--- config.mk ---
export PLATFORM = sky130hd
export DESIGN_NAME = prog_sequencer
export DESIGN_NICKNAME = d
export VERILOG_FILES = /design/src/rtl/prog_sequencer.sv
export SDC_FILE = /design/constraint.sdc
export NUM_CORES = 1
export LEC_CHECK = 0
export ABC_AREA = 1
export BUFFER_PORTS_ARGS = -buffer_cell sky130_fd_sc_hd__buf_2
export CELL_PAD_IN_SITES_DETAIL_PLACEMENT = 1
export CELL_PAD_IN_SITES_GLOBAL_PLACEMENT = 1
export CORE_MARGIN = 3
export CORE_UTILIZATION = 49
export CTS_BUF_LIST = sky130_fd_sc_hd__clkbuf_16
export DETAILED_ROUTE_END_ITERATION = 7
export GPL_TIMING_DRIVEN = 0
export HOLD_SLACK_MARGIN = 0.15
export PLACE_DENSITY = 0.82
export SYNTH_ARGS = -nofsm -noshare
export SYNTH_HDL_FRONTEND = slang
export SYNTH_SLANG_ARGS = --single-unit
--- constraint.sdc ---
create_clock -name Clock -period 4 [get_ports Clock]
set_input_delay 0.6 -clock Clock [delete_from_list [all_inputs] [get_ports Clock]]
set_output_delay 0.6 -clock Clock [all_outputs]
set_load 0.03 [all_outputs]
--- src/rtl/prog_sequencer.sv ---
// Program sequencer: fetches 9-bit instruction words from a loadable memory,
// pulses Run per instruction, supplies mvi immediates and waits for Done.
module prog_sequencer #(
  parameter int ADDR_W  = 5,
  parameter int TIMEOUT = 15
) (
  input  logic              Clock,
  input  logic              Reset,
  input  logic              Start,
  input  logic [ADDR_W:0]   ProgLen,
  input  logic              LoadEn,
  input  logic [ADDR_W-1:0] LoadAddr,
  input  logic [8:0]        LoadData,
  input  logic              Done,
  output logic [8:0]        DIN,
  output logic              Run,
  output logic [ADDR_W-1:0] PC,
  output logic              Busy,
  output logic              Finished,
  output logic              Error,
  output logic [1:0]        StateDbg
);

  localparam int WD_W = $clog2(TIMEOUT + 1);

  typedef enum logic [1:0] {S_IDLE, S_ISSUE, S_WAIT, S_ERR} state_t;

  state_t            state_q, state_d;
  logic [ADDR_W-1:0] pc_q, pc_d;
  logic              is_mvi_q, is_mvi_d;
  logic [WD_W-1:0]   wdog_q, wdog_d;
  logic              finished_q, finished_d;

  logic [8:0]        mem_q [2**ADDR_W];
  logic [8:0]        ir;
  logic [ADDR_W-1:0] imm_addr;
  logic [ADDR_W:0]   next_pc;
  logic [1:0]        step;
  logic [WD_W-1:0]   wdog_inc;

  // Memory is writable only in IDLE and is deliberately left out of reset.
  always_ff @(posedge Clock) begin
    if (LoadEn && state_q == S_IDLE) mem_q[LoadAddr] <= LoadData;
  end

  assign ir       = mem_q[pc_q];
  assign imm_addr = pc_q + {{(ADDR_W-1){1'b0}}, 1'b1};
  assign step     = is_mvi_q ? 2'd2 : 2'd1;
  assign next_pc  = {1'b0, pc_q} + {{(ADDR_W-1){1'b0}}, step};
  assign wdog_inc = wdog_q + {{(WD_W-1){1'b0}}, 1'b1};

  always_ff @(posedge Clock) begin
    if (Reset) begin
      state_q    <= S_IDLE;
      pc_q       <= '0;
      is_mvi_q   <= 1'b0;
      wdog_q     <= '0;
      finished_q <= 1'b0;
    end else begin
      state_q    <= state_d;
      pc_q       <= pc_d;
      is_mvi_q   <= is_mvi_d;
      wdog_q     <= wdog_d;
      finished_q <= finished_d;
    end
  end

  always_comb begin
    state_d    = state_q;
    pc_d       = pc_q;
    is_mvi_d   = is_mvi_q;
    wdog_d     = wdog_q;
    finished_d = 1'b0;
    case (state_q)
      S_IDLE: begin
        if (Start) begin
          if (ProgLen != '0) begin
            pc_d    = '0;
            state_d = S_ISSUE;
          end else begin
            finished_d = 1'b1;
          end
        end
      end
      S_ISSUE: begin
        is_mvi_d = (ir[8:6] == 3'b001);
        wdog_d   = '0;
        state_d  = S_WAIT;
      end
      S_WAIT: begin
        wdog_d = wdog_inc;
        // Done in the final watchdog cycle still wins over the timeout.
        if (Done) begin
          if (next_pc >= ProgLen) begin
            state_d    = S_IDLE;
            finished_d = 1'b1;
          end else begin
            pc_d    = next_pc[ADDR_W-1:0];
            state_d = S_ISSUE;
          end
        end else if (wdog_inc == WD_W'(TIMEOUT)) begin
          state_d = S_ERR;
        end
      end
      default: state_d = S_ERR;
    endcase
  end

  always_comb begin
    DIN = '0;
    case (state_q)
      S_ISSUE: DIN = ir;
      S_WAIT:  DIN = is_mvi_q ? mem_q[imm_addr] : ir;
      default: DIN = '0;
    endcase
  end

  assign Run      = (state_q == S_ISSUE);
  assign Busy     = (state_q != S_IDLE);
  assign Error    = (state_q == S_ERR);
  assign Finished = finished_q;
  assign PC       = pc_q;
  assign StateDbg = state_q;

endmodule

==> flow_summary.yaml <==
cells_and_area:
  diodes: 0
  drive_gt1_frac: 0.102
  layout_common_cells: "nand3_1 (297), edfxtp_1 (288), nand2_1 (274), o21ai_0 (196), a21oi_1 (151)"
  area_growth_pct: 12.4
  post-route-util: 0.568
  layout_commonest_cell: "nand3_1"
  nets: 1845
  n_fill_cell: 3572
  design_area_um2: 17700
logic_synthesis:
  syn_area_per_cell_um2: 9.13
  netlist_area_um2: 15700
  yosysWarnings: 0
  synthCells: 1720
  yosysSeqAreaShare: 0.574
  ys_types: 31
  ys_seq_elements: 306
  syn-num-nets: 1761
timing:
  skew_ns: 0.0159
  min_period_over_period: 0.996
  tightestPinTransition_ns: 1.37
  final.min_clock_period_ns: 3.98
  setup-violations-final: 0
  max-slew-margin-rel: 0.0805
  rsz0062_at_grt: "yes"
  drv_slew: 0
  hold_viol_final: 0
  clock.fmax_mhz: 251
  finalWorstSetupSlack_ns: 0.0172
clock_tree:
  cts_tree: "built"
  clkTransAtPathRegs_ns: 0.06
  cts.hold.buffers_added: 0
  root_buffer: "clkbuf_16"
  clock_latency_ns: 0.53
  htreeDepth: 2
  clock_sinks: 306
  clockBufferDepth: 3
  cts_buffers: 36
floorplan:
  ios: 45
  die-area_um2: 34200
  die_y_um: 185
  initial_utilization: 0.506
  row_count: 64
  fp.dieW_um: 185
  coreArea_um2: 31100
route:
  post_drt_wl_per_cell_um: 30.1
  drcViolationCount: 0
  wl_um: 66900
  avgViaCountPerCell: 6.75
  drt_iter0_drc: 2084
  ant_nets: 0
  vias: 15017
  drt_pass1_iterations: 6
run_status:
  status: "finished, final reports clean"
pwr:
  power_density_nw_per_um2: 814
  ir_drop_v: 0.000559
  p_int_mw: 7.46
  p_sw_mw: 6.92
  power.total_mw: 14.4
  pwr-share-comb: 0.519
  switching_share: 0.481
  p_seq_frac: 0.257
  leakage_nw: 6.75
  p_clk_frac: 0.224
setup_path:
  cp-end-kind: "output port"
  worst_path_max_delay_cell: "dfxtp_1"
  criticalPathCategory: "reg -> out"
  crit_family: "buffers and inverters"
  critical_path_peak_fanout: 10
  cp.required_ns: 3.40
  crit_path_max_incr_delay_ns: 0.38
  start_kind: "register"
  path_cells: "ha_1 -> clkbuf_4 -> clkbuf_4 -> clkbuf_4 -> o21ai_0 -> o211ai_1 -> nand3_1 -> nand3_1 -> nand3_1 -> nand2_1 -> nand2_1 -> nand2_1 -> buf_2"
  cp_data_arrival_time_ns: 3.38
  path_buf_inv: 4
grt:
  grt_first_pass_wirelength_um: 97100
  grt_start_max_net_pins: 33
  track_usage: 0.388
  gr-total-overflow: 0
  antenna_found_initial: 1
  grt_pass1_vias: 15742
hold_path:
  holdCritPathClass: "in -> reg"
place:
  post_dp_cell_area_um2: 16400
  io_buffers: 44
  dp_slack_ns: -0.197
  dp_hpwl_um: 45500
  gp_congestion: 1.07
job:
  timing.max_cap.violations: 0
[flip-flops by register name, summed over array words and instances, names as in the netlist, named ones only]
| name | count |
|---|---|
| mem_q | 288 |
| Finished | 1 |
| wdog_q | 4 |
| is_mvi_q | 1 |
| PC | 5 |
| StateDbg | 2 |
[power groups by stage]
stage                     Combinational, mW  Clock (mW)  Sequential [mW]
final                                  7.46        3.22             3.69
after CTS                              7.00        3.21             3.69
after global routing                   7.81        3.33             3.70
after floorplan                        4.14           0             3.79
after detailed placement               6.90           0             3.75
after global placement                 6.68           0             3.74
[timing repair]
item,CTS,global route
buffers inserted,0,2
gates resized for setup,12,36
pin swaps,0,2
endpoints found under the setup margin,19,19
[through the flow]
step / setup TNS [ns] / instances / hold WS, ns
floorplan: 0 / 1720 / 0.450
global placement: -0.108 / 2160 / 0.466
detailed placement: -0.645 / 2160 / 0.481
CTS: 0 / 2224 / 0.351
global route: -0.0248 / 2226 / 0.355
finish: 0 / 2226 / 0.340
[cell type report]
class                   count  area [µm²]  area share
clock inverters            27         195      0.0111
clock buffers              37         926      0.0524
repair buffers             46         248      0.0140
flip-flops and latches    306        9010       0.510
inverters                 137         518      0.0293
plain buffers             117         589      0.0334
well taps                 396         495      0.0281
multi-input cells        1160        5680       0.322
[cell usage after synthesis]
cell       instances  area share
a21oi_1          151       0.048
nand2_1          274       0.065
a21boi_2           1     0.00072
edfxtp_1         288        0.55
buf_2             51       0.016
dfxtp_1           18       0.023
buf_6              4      0.0029
o211ai_1          61       0.029
xnor2_1            3      0.0017
inv_2              5      0.0012
nand3_1          297       0.095
inv_1            128       0.031
buf_1             21      0.0050
a211oi_1           1     0.00048
a2bb2oi_1          2      0.0011
buf_4              3      0.0014
nor2_1           147       0.035
nor3_1             2     0.00064
xor2_2             1      0.0010
nor4_1             1     0.00040
nand3_2            1     0.00064
xor2_4             1      0.0018
ha_1              15       0.012
o21ai_0          196       0.062
nand4_1            1     0.00040
xor2_1             2      0.0011
clkinv_1           4     0.00096
fa_1               1      0.0013
a21o_1             1     0.00048
a21boi_0           1     0.00048
clkbuf_1          38      0.0091
[logic make-up after synthesis]
kind of cell,Yosys count,synth area share
fa+ha+maj,16,0.0132
simple gates,723,0.197
xor+xnor,7,0.00558
compound gates,414,0.143
flops,306,0.574
buf+inv,254,0.0674
[routing by layer]
| layer | vias to the layer above | global-route usage | share of wire |
|---|---|---|---|
| li1 | 6214 | - | - |
| met1 | 7331 | 0.486 | 0.36 |
| met2 | 1155 | 0.626 | 0.46 |
| met3 | 315 | 0.0860 | 0.12 |
| met4 | 2 | 0.222 | 0.064 |
| met5 | - | 0 | 0.00016 |
[final timing paths]
check                          from                endpoint  slack [ns]  cells after the start
max reg2reg   is_mvi_q$_SDFFE_PP0P_                register        0.22                     16
min                           Reset  wdog_q[3]$_SDFFE_PP0P_        0.34                      2
min reg2reg  wdog_q[3]$_SDFFE_PP0P_  wdog_q[3]$_SDFFE_PP0P_        0.48                      2
max              PC[1]$_SDFFE_PP0P_                  DIN[6]        0.02                     13
Note: power is estimated with default switching activity, not from simulation.
